## src/rtl/bcd_seg_scan_if.sv

```systemverilog
// Display-side bundle between the BCD source and the 2-digit scan driver.
// The master drives the BCD value and controls; the slave returns the segment drive.
interface bcd_seg_scan_if;
  logic [7:0] bcd;
  logic       load;
  logic       blink_en;
  logic [6:0] seg;
  logic [1:0] an;
  logic       dig_err;

  modport master (output bcd, load, blink_en, input seg, an, dig_err);
  modport slave  (input bcd, load, blink_en, output seg, an, dig_err);
endinterface

```

## src/rtl/bcd_seg_scan.sv

```systemverilog
// Two-digit multiplexed 7-segment driver: holds a packed BCD value and scans
// units/tens onto one active-low segment bus with guard, blink and blanking.
module bcd_seg_scan #(
  parameter int SCAN_DIV    = 50000,
  parameter int GUARD       = 2,
  parameter int BLINK_SLOTS = 250,
  parameter int BLANK_LZ    = 1
) (
  input  logic           clk,
  input  logic           rst,
  bcd_seg_scan_if.slave  bus
);

  localparam int SW = $clog2(SCAN_DIV);
  localparam int BW = (BLINK_SLOTS > 1) ? $clog2(BLINK_SLOTS) : 1;
  localparam logic [SW-1:0] SLOT_LAST  = SW'(SCAN_DIV - 1);
  localparam logic [BW-1:0] BLINK_LAST = BW'(BLINK_SLOTS - 1);
  localparam bit LZ = (BLANK_LZ != 0);

  logic [7:0]    held_q;
  logic [SW-1:0] slot_cnt_q, slot_cnt_d;
  logic          sel_q, sel_d;
  logic [BW-1:0] blink_cnt_q, blink_cnt_d;
  logic          blink_ph_q, blink_ph_d;
  logic [3:0]    slot_dig_q;
  logic [6:0]    seg_q, seg_d;
  logic [1:0]    an_q, an_d;
  logic          dig_err_q;

  logic          slot_wrap;
  logic          in_guard;
  logic          blanked;
  logic [3:0]    cur_nib;
  logic [3:0]    digit;
  logic [1:0]    nib_bad;

  function automatic logic [6:0] dec7(input logic [3:0] d);
    case (d)
      4'd0:    dec7 = 7'h3F;
      4'd1:    dec7 = 7'h06;
      4'd2:    dec7 = 7'h5B;
      4'd3:    dec7 = 7'h4F;
      4'd4:    dec7 = 7'h66;
      4'd5:    dec7 = 7'h6D;
      4'd6:    dec7 = 7'h7D;
      4'd7:    dec7 = 7'h07;
      4'd8:    dec7 = 7'h7F;
      4'd9:    dec7 = 7'h6F;
      default: dec7 = 7'h79;
    endcase
  endfunction

  for (genvar gi = 0; gi < 2; gi++) begin : g_nib
    assign nib_bad[gi] = (held_q[gi*4 +: 4] > 4'd9);
  end

  if (GUARD > 0) begin : g_guard
    assign in_guard = (slot_cnt_q < SW'(GUARD));
  end else begin : g_noguard
    assign in_guard = 1'b0;
  end

  // The first cycle of a slot uses the live nibble; the rest of the slot
  // replays the copy taken then, so a mid-slot load cannot tear the digit.
  assign slot_wrap = (slot_cnt_q == SLOT_LAST);
  assign cur_nib   = sel_q ? held_q[7:4] : held_q[3:0];
  assign digit     = (slot_cnt_q == '0) ? cur_nib : slot_dig_q;
  assign blanked   = (bus.blink_en && blink_ph_q) || (sel_q && LZ && (digit == 4'd0));

  always_comb begin
    slot_cnt_d  = slot_cnt_q + 1'b1;
    sel_d       = sel_q;
    blink_cnt_d = blink_cnt_q;
    blink_ph_d  = blink_ph_q;
    seg_d       = 7'h7F;
    an_d        = 2'b11;
    if (slot_wrap) begin
      slot_cnt_d = '0;
      sel_d      = ~sel_q;
      if (blink_cnt_q == BLINK_LAST) begin
        blink_cnt_d = '0;
        blink_ph_d  = ~blink_ph_q;
      end else begin
        blink_cnt_d = blink_cnt_q + 1'b1;
      end
    end
    if (!in_guard && !blanked) begin
      seg_d = ~dec7(digit);
      an_d  = sel_q ? 2'b01 : 2'b10;
    end
  end

  always_ff @(posedge clk) begin
    if (rst) begin
      held_q      <= 8'h00;
      slot_cnt_q  <= '0;
      sel_q       <= 1'b0;
      blink_cnt_q <= '0;
      blink_ph_q  <= 1'b0;
      slot_dig_q  <= 4'h0;
      seg_q       <= 7'h7F;
      an_q        <= 2'b11;
      dig_err_q   <= 1'b0;
    end else begin
      if (bus.load) held_q <= bus.bcd;
      if (slot_cnt_q == '0) slot_dig_q <= cur_nib;
      slot_cnt_q  <= slot_cnt_d;
      sel_q       <= sel_d;
      blink_cnt_q <= blink_cnt_d;
      blink_ph_q  <= blink_ph_d;
      seg_q       <= seg_d;
      an_q        <= an_d;
      dig_err_q   <= |nib_bad;
    end
  end

  assign bus.seg     = seg_q;
  assign bus.an      = an_q;
  assign bus.dig_err = dig_err_q;

endmodule

```

## src/flat_wrapper.sv

```systemverilog
// flat-port wrapper written by rule: the top's interface ports become plain ports
module bcd_seg_scan_flat 
#(
  parameter int SCAN_DIV    = 50000,
  parameter int GUARD       = 2,
  parameter int BLINK_SLOTS = 250,
  parameter int BLANK_LZ    = 1
)
  (clk, rst, bus_bcd, bus_load, bus_blink_en, bus_seg, bus_an, bus_dig_err);
  bcd_seg_scan_if bus_i ();
  input  logic clk;
  input  logic rst;
  input wire logic [$bits(bus_i.bcd)-1:0] bus_bcd;
  input wire logic [$bits(bus_i.load)-1:0] bus_load;
  input wire logic [$bits(bus_i.blink_en)-1:0] bus_blink_en;
  output wire logic [$bits(bus_i.seg)-1:0] bus_seg;
  output wire logic [$bits(bus_i.an)-1:0] bus_an;
  output wire logic [$bits(bus_i.dig_err)-1:0] bus_dig_err;
  assign bus_i.bcd = bus_bcd;
  assign bus_i.load = bus_load;
  assign bus_i.blink_en = bus_blink_en;
  assign bus_seg = bus_i.seg;
  assign bus_an = bus_i.an;
  assign bus_dig_err = bus_i.dig_err;
  bcd_seg_scan #(.SCAN_DIV(SCAN_DIV), .GUARD(GUARD), .BLINK_SLOTS(BLINK_SLOTS), .BLANK_LZ(BLANK_LZ)) u_core (.clk(clk), .rst(rst), .bus(bus_i));
endmodule
```

## config.mk

```make
export PLATFORM = sky130hd
export DESIGN_NAME = bcd_seg_scan_flat
export DESIGN_NICKNAME = d
export VERILOG_FILES = /design/src/rtl/bcd_seg_scan_if.sv /design/src/rtl/bcd_seg_scan.sv /design/src/flat_wrapper.sv
export SDC_FILE = /design/constraint.sdc
export NUM_CORES = 1
export LEC_CHECK = 0
export ABC_AREA = 1
export CORE_ASPECT_RATIO = 1.4
export CORE_MARGIN = 3
export CORE_UTILIZATION = 48
export DETAILED_ROUTE_END_ITERATION = 6
export PLACE_DENSITY_LB_ADDON = 0.15
export SLEW_MARGIN = 5
export SYNTH_ARGS = -nofsm -noshare
export SYNTH_HDL_FRONTEND = slang
export SYNTH_SLANG_ARGS = --single-unit
```

## constraint.sdc

```tcl
create_clock -name clk -period 2.5 [get_ports clk]
set_input_delay 0.5 -clock clk [delete_from_list [all_inputs] [get_ports clk]]
set_output_delay 0.5 -clock clk [all_outputs]
set_load 0.02 [all_outputs]
```

==> summary.txt <==
Outcome -> finished clean
I/O Pins -> 22
Routed vias -> 1996
Worst R2R Start -> u_core.slot_cnt_q[0]$_SDFF_PP0_
Fin Setup TNS -> 0 ns
Worst EP required -> 2.70 ns
Area growth syn-to-layout -> 16.1%
Synth unique cells -> 31
Diodes inserted -> 0
Syn Nets -> 340
Crit Reg-Reg Endpoint -> u_core.bus.seg[0]$_SDFF_PP1_
H-tree levels -> 2
Root Driver -> clkbuf_8
Worst setup EP type -> flip-flop
Hold violation total from the final report -> 0
Fillers -> 476
Crit path arrival time -> 2.40 ns
Final setup vio count -> 0
Vias in the first global route -> 1974
Static Leak -> 1.15 nW
Die area -> 5810 um^2
Crit start category -> flip-flop
First-pass GRT wire length -> 8260 um
Core area -> 4640 um^2
Post-DR vias/cell -> 4.88
Commonest cells after routing, fill and taps aside -> 70 x nand2_1, 48 x dfxtp_1, 37 x inv_1, 33 x nor2_1, 21 x clkdlybuf4s50_1
Iter 0 DRT Violations -> 97
Slew @ Worst Pin -> 0.630 ns
Slew headroom -> 0.575
Post-Syn Area -> 2360 um^2
Synthesized instance count -> 319
Final ANT Viol Nets -> 0
Post_cts resized -> 0
Worst IR Drop VDD -> 415 uV
Clk buf depth -> 2
HP Class -> reg2reg
Initial Util -> 0.508
Largest net degree at the start of global routing -> 18
Placer Congestion -> 0.819
Clk sinks -> 48
Worst-Skew Late Latency -> 0.30 ns
Syn Area/Cell -> 7.40 um^2
Crit-path max FO -> 6
Final Power -> 0.00157 W
Post-CTS Setup Repair Bufs -> 0
Hold EP -> u_core.held_q[0]$_SDFFE_PP0P_
FMAX -> 455 MHz
Worst reg-to-reg path cell count -> 12
Layout cells sized above 1 -> 0.115
Commonest non-fill, non-tap cell in the layout -> nand2_1
Die Ht -> 89.0 um
Pwr/cell area -> 572 nW/um^2
YS warnings -> 0
Initial antenna violation count -> 0
Max Slew Vio Count -> 0
# nets final -> 367
Gr usage total -> 0.181
Worst-path clk slew -> 0.09 ns
Post-DP HPWL -> 3410 um
DIE WIDTH -> 65.3 um
1st-pass router iterations -> 4
CTS tree -> built
Number of CTS-inserted buffers -> 5
Clock Skews -> 0.00602 ns
Sequential fraction of the synthesis area -> 0.407
CTS Hold Bufs -> 0
Routed len/inst -> 11.2 um
Max cap viols -> 0
Hold depth -> 2
RSZ-0062 raised after global routing -> no
Min Tclk post-route -> 2.20 ns
Row Count -> 29
Min-delay src -> u_core.held_q[0]$_SDFFE_PP0P_
#FFs+latches synth -> 48
Total wire length -> 4590 um
Crit Path Class -> reg2reg
Period utilisation layout -> 0.880
Residual DRC -> 0
Remaining Overflow, GRT -> 0
Worst reg-to-reg setup slack -> 0.30 ns
Port Buf Inserts -> 21
[final cells by class]
| class | count | area (um^2) | share of cell area |
|---|---|---|---|
| Clock buffer | 6 | 82.6 | 0.0301 |
| Clock inverter | 2 | 13.8 | 0.00502 |
| Inverter | 40 | 150 | 0.0548 |
| Multi-Input combinational cell | 227 | 1220 | 0.446 |
| Sequential cell | 48 | 961 | 0.351 |
| Tap cell | 62 | 77.6 | 0.0283 |
| Timing Repair Buffer | 24 | 233 | 0.0849 |
[per-stage QoR]
stage	util	area [um^2]	instances	setup WS (ns)	hold slack [ns]
CTS	0.590	2740	409	0.273	0.465
detailed placement	0.570	2650	401	0.295	0.450
floorplan	-	2360	319	0.581	0.430
finish	0.590	2740	409	0.301	0.457
global placement	0.570	2650	401	0.450	0.446
global route	0.590	2740	409	0.0226	0.489
[sequential cells by signal, indices dropped and copies added, names as in the netlist]
signal,flops
u_core.bus.an,2
u_core.slot_dig_q,4
u_core.sel_q,1
u_core.blink_ph_q,1
u_core.slot_cnt_q,16
u_core.bus.dig_err,1
u_core.blink_cnt_q,8
u_core.bus.seg,7
u_core.held_q,8
[logic make-up after synthesis]
logic type,share of synthesized area
simple gates,0.360
flops,0.407
buf+inv,0.0747
compound gates,0.0880
fa+ha+maj,0.0477
xor+xnor,0.0223
[Yosys cell counts]
cell,n,area share
nand2_2,4,0.011
or2_0,1,0.0027
xnor2_1,3,0.011
nand2_1,70,0.11
o21ai_0,17,0.036
nor2_2,10,0.026
nor3_1,2,0.0042
ha_1,9,0.048
nor2_4,3,0.014
buf_4,1,0.0032
a21oi_1,19,0.040
nor4_1,1,0.0027
xor2_1,3,0.011
inv_1,37,0.059
nor3b_1,7,0.022
a31o_2,1,0.0037
a31oi_1,1,0.0027
buf_6,1,0.0048
nand3_1,18,0.038
clkbuf_1,2,0.0032
dfxtp_1,48,0.41
o21ai_1,1,0.0021
nand4_1,10,0.026
nand3b_1,3,0.0095
nand3_2,4,0.017
inv_2,1,0.0016
nor2_1,33,0.052
o211ai_1,1,0.0032
clkinv_1,2,0.0032
nand2_4,3,0.014
or2_2,3,0.0079
[worst max path at each step]
stage / depth (start not counted) / endpoint / from
2_1_floorplan: 12 / u_core.bus.seg[0]$_SDFF_PP1_ / u_core.slot_cnt_q[0]$_SDFF_PP0_
3_3_place_gp: 12 / u_core.bus.seg[0]$_SDFF_PP1_ / u_core.slot_cnt_q[0]$_SDFF_PP0_
3_5_place_dp: 12 / u_core.bus.seg[0]$_SDFF_PP1_ / u_core.slot_cnt_q[0]$_SDFF_PP0_
4_1_cts: 12 / u_core.bus.seg[0]$_SDFF_PP1_ / u_core.slot_cnt_q[0]$_SDFF_PP0_
5_1_grt: 11 / u_core.bus.seg[2]$_SDFF_PP1_ / u_core.slot_cnt_q[0]$_SDFF_PP0_
6_report: 12 / u_core.bus.seg[0]$_SDFF_PP1_ / u_core.slot_cnt_q[0]$_SDFF_PP0_
[critical path, cell delays in order, from the launching register on]
cell	delay [ns]
dfxtp_1	0.36
inv_1	0.07
ha_1	0.14
nand2_1	0.08
nor2_4	0.19
nand2_4	0.10
o21ai_0	0.52
inv_1	0.14
ha_1	0.24
inv_1	0.05
nand2_1	0.06
o211ai_1	0.09
nand2_1	0.06
[report_power, final]
part / leakage (nW) / internal, W / switching, W
logic: 0.703 / 0.000108 / 0.000155
registers: 0.392 / 0.000799 / 0.0000156
clock network: 0.0516 / 0.000226 / 0.000264
total: 1.15 / 0.00113 / 0.000435
[metal layers]
layer / share of wire / vias to the layer above / GRT usage
met5: 0 / - / 0
met4: 0.012 / 0 / 0.0717
met3: 0.021 / 7 / 0.0403
li1: - / 1075 / -
met1: 0.44 / 898 / 0.200
met2: 0.52 / 16 / 0.333
Note: power is estimated with default switching activity, not from simulation.
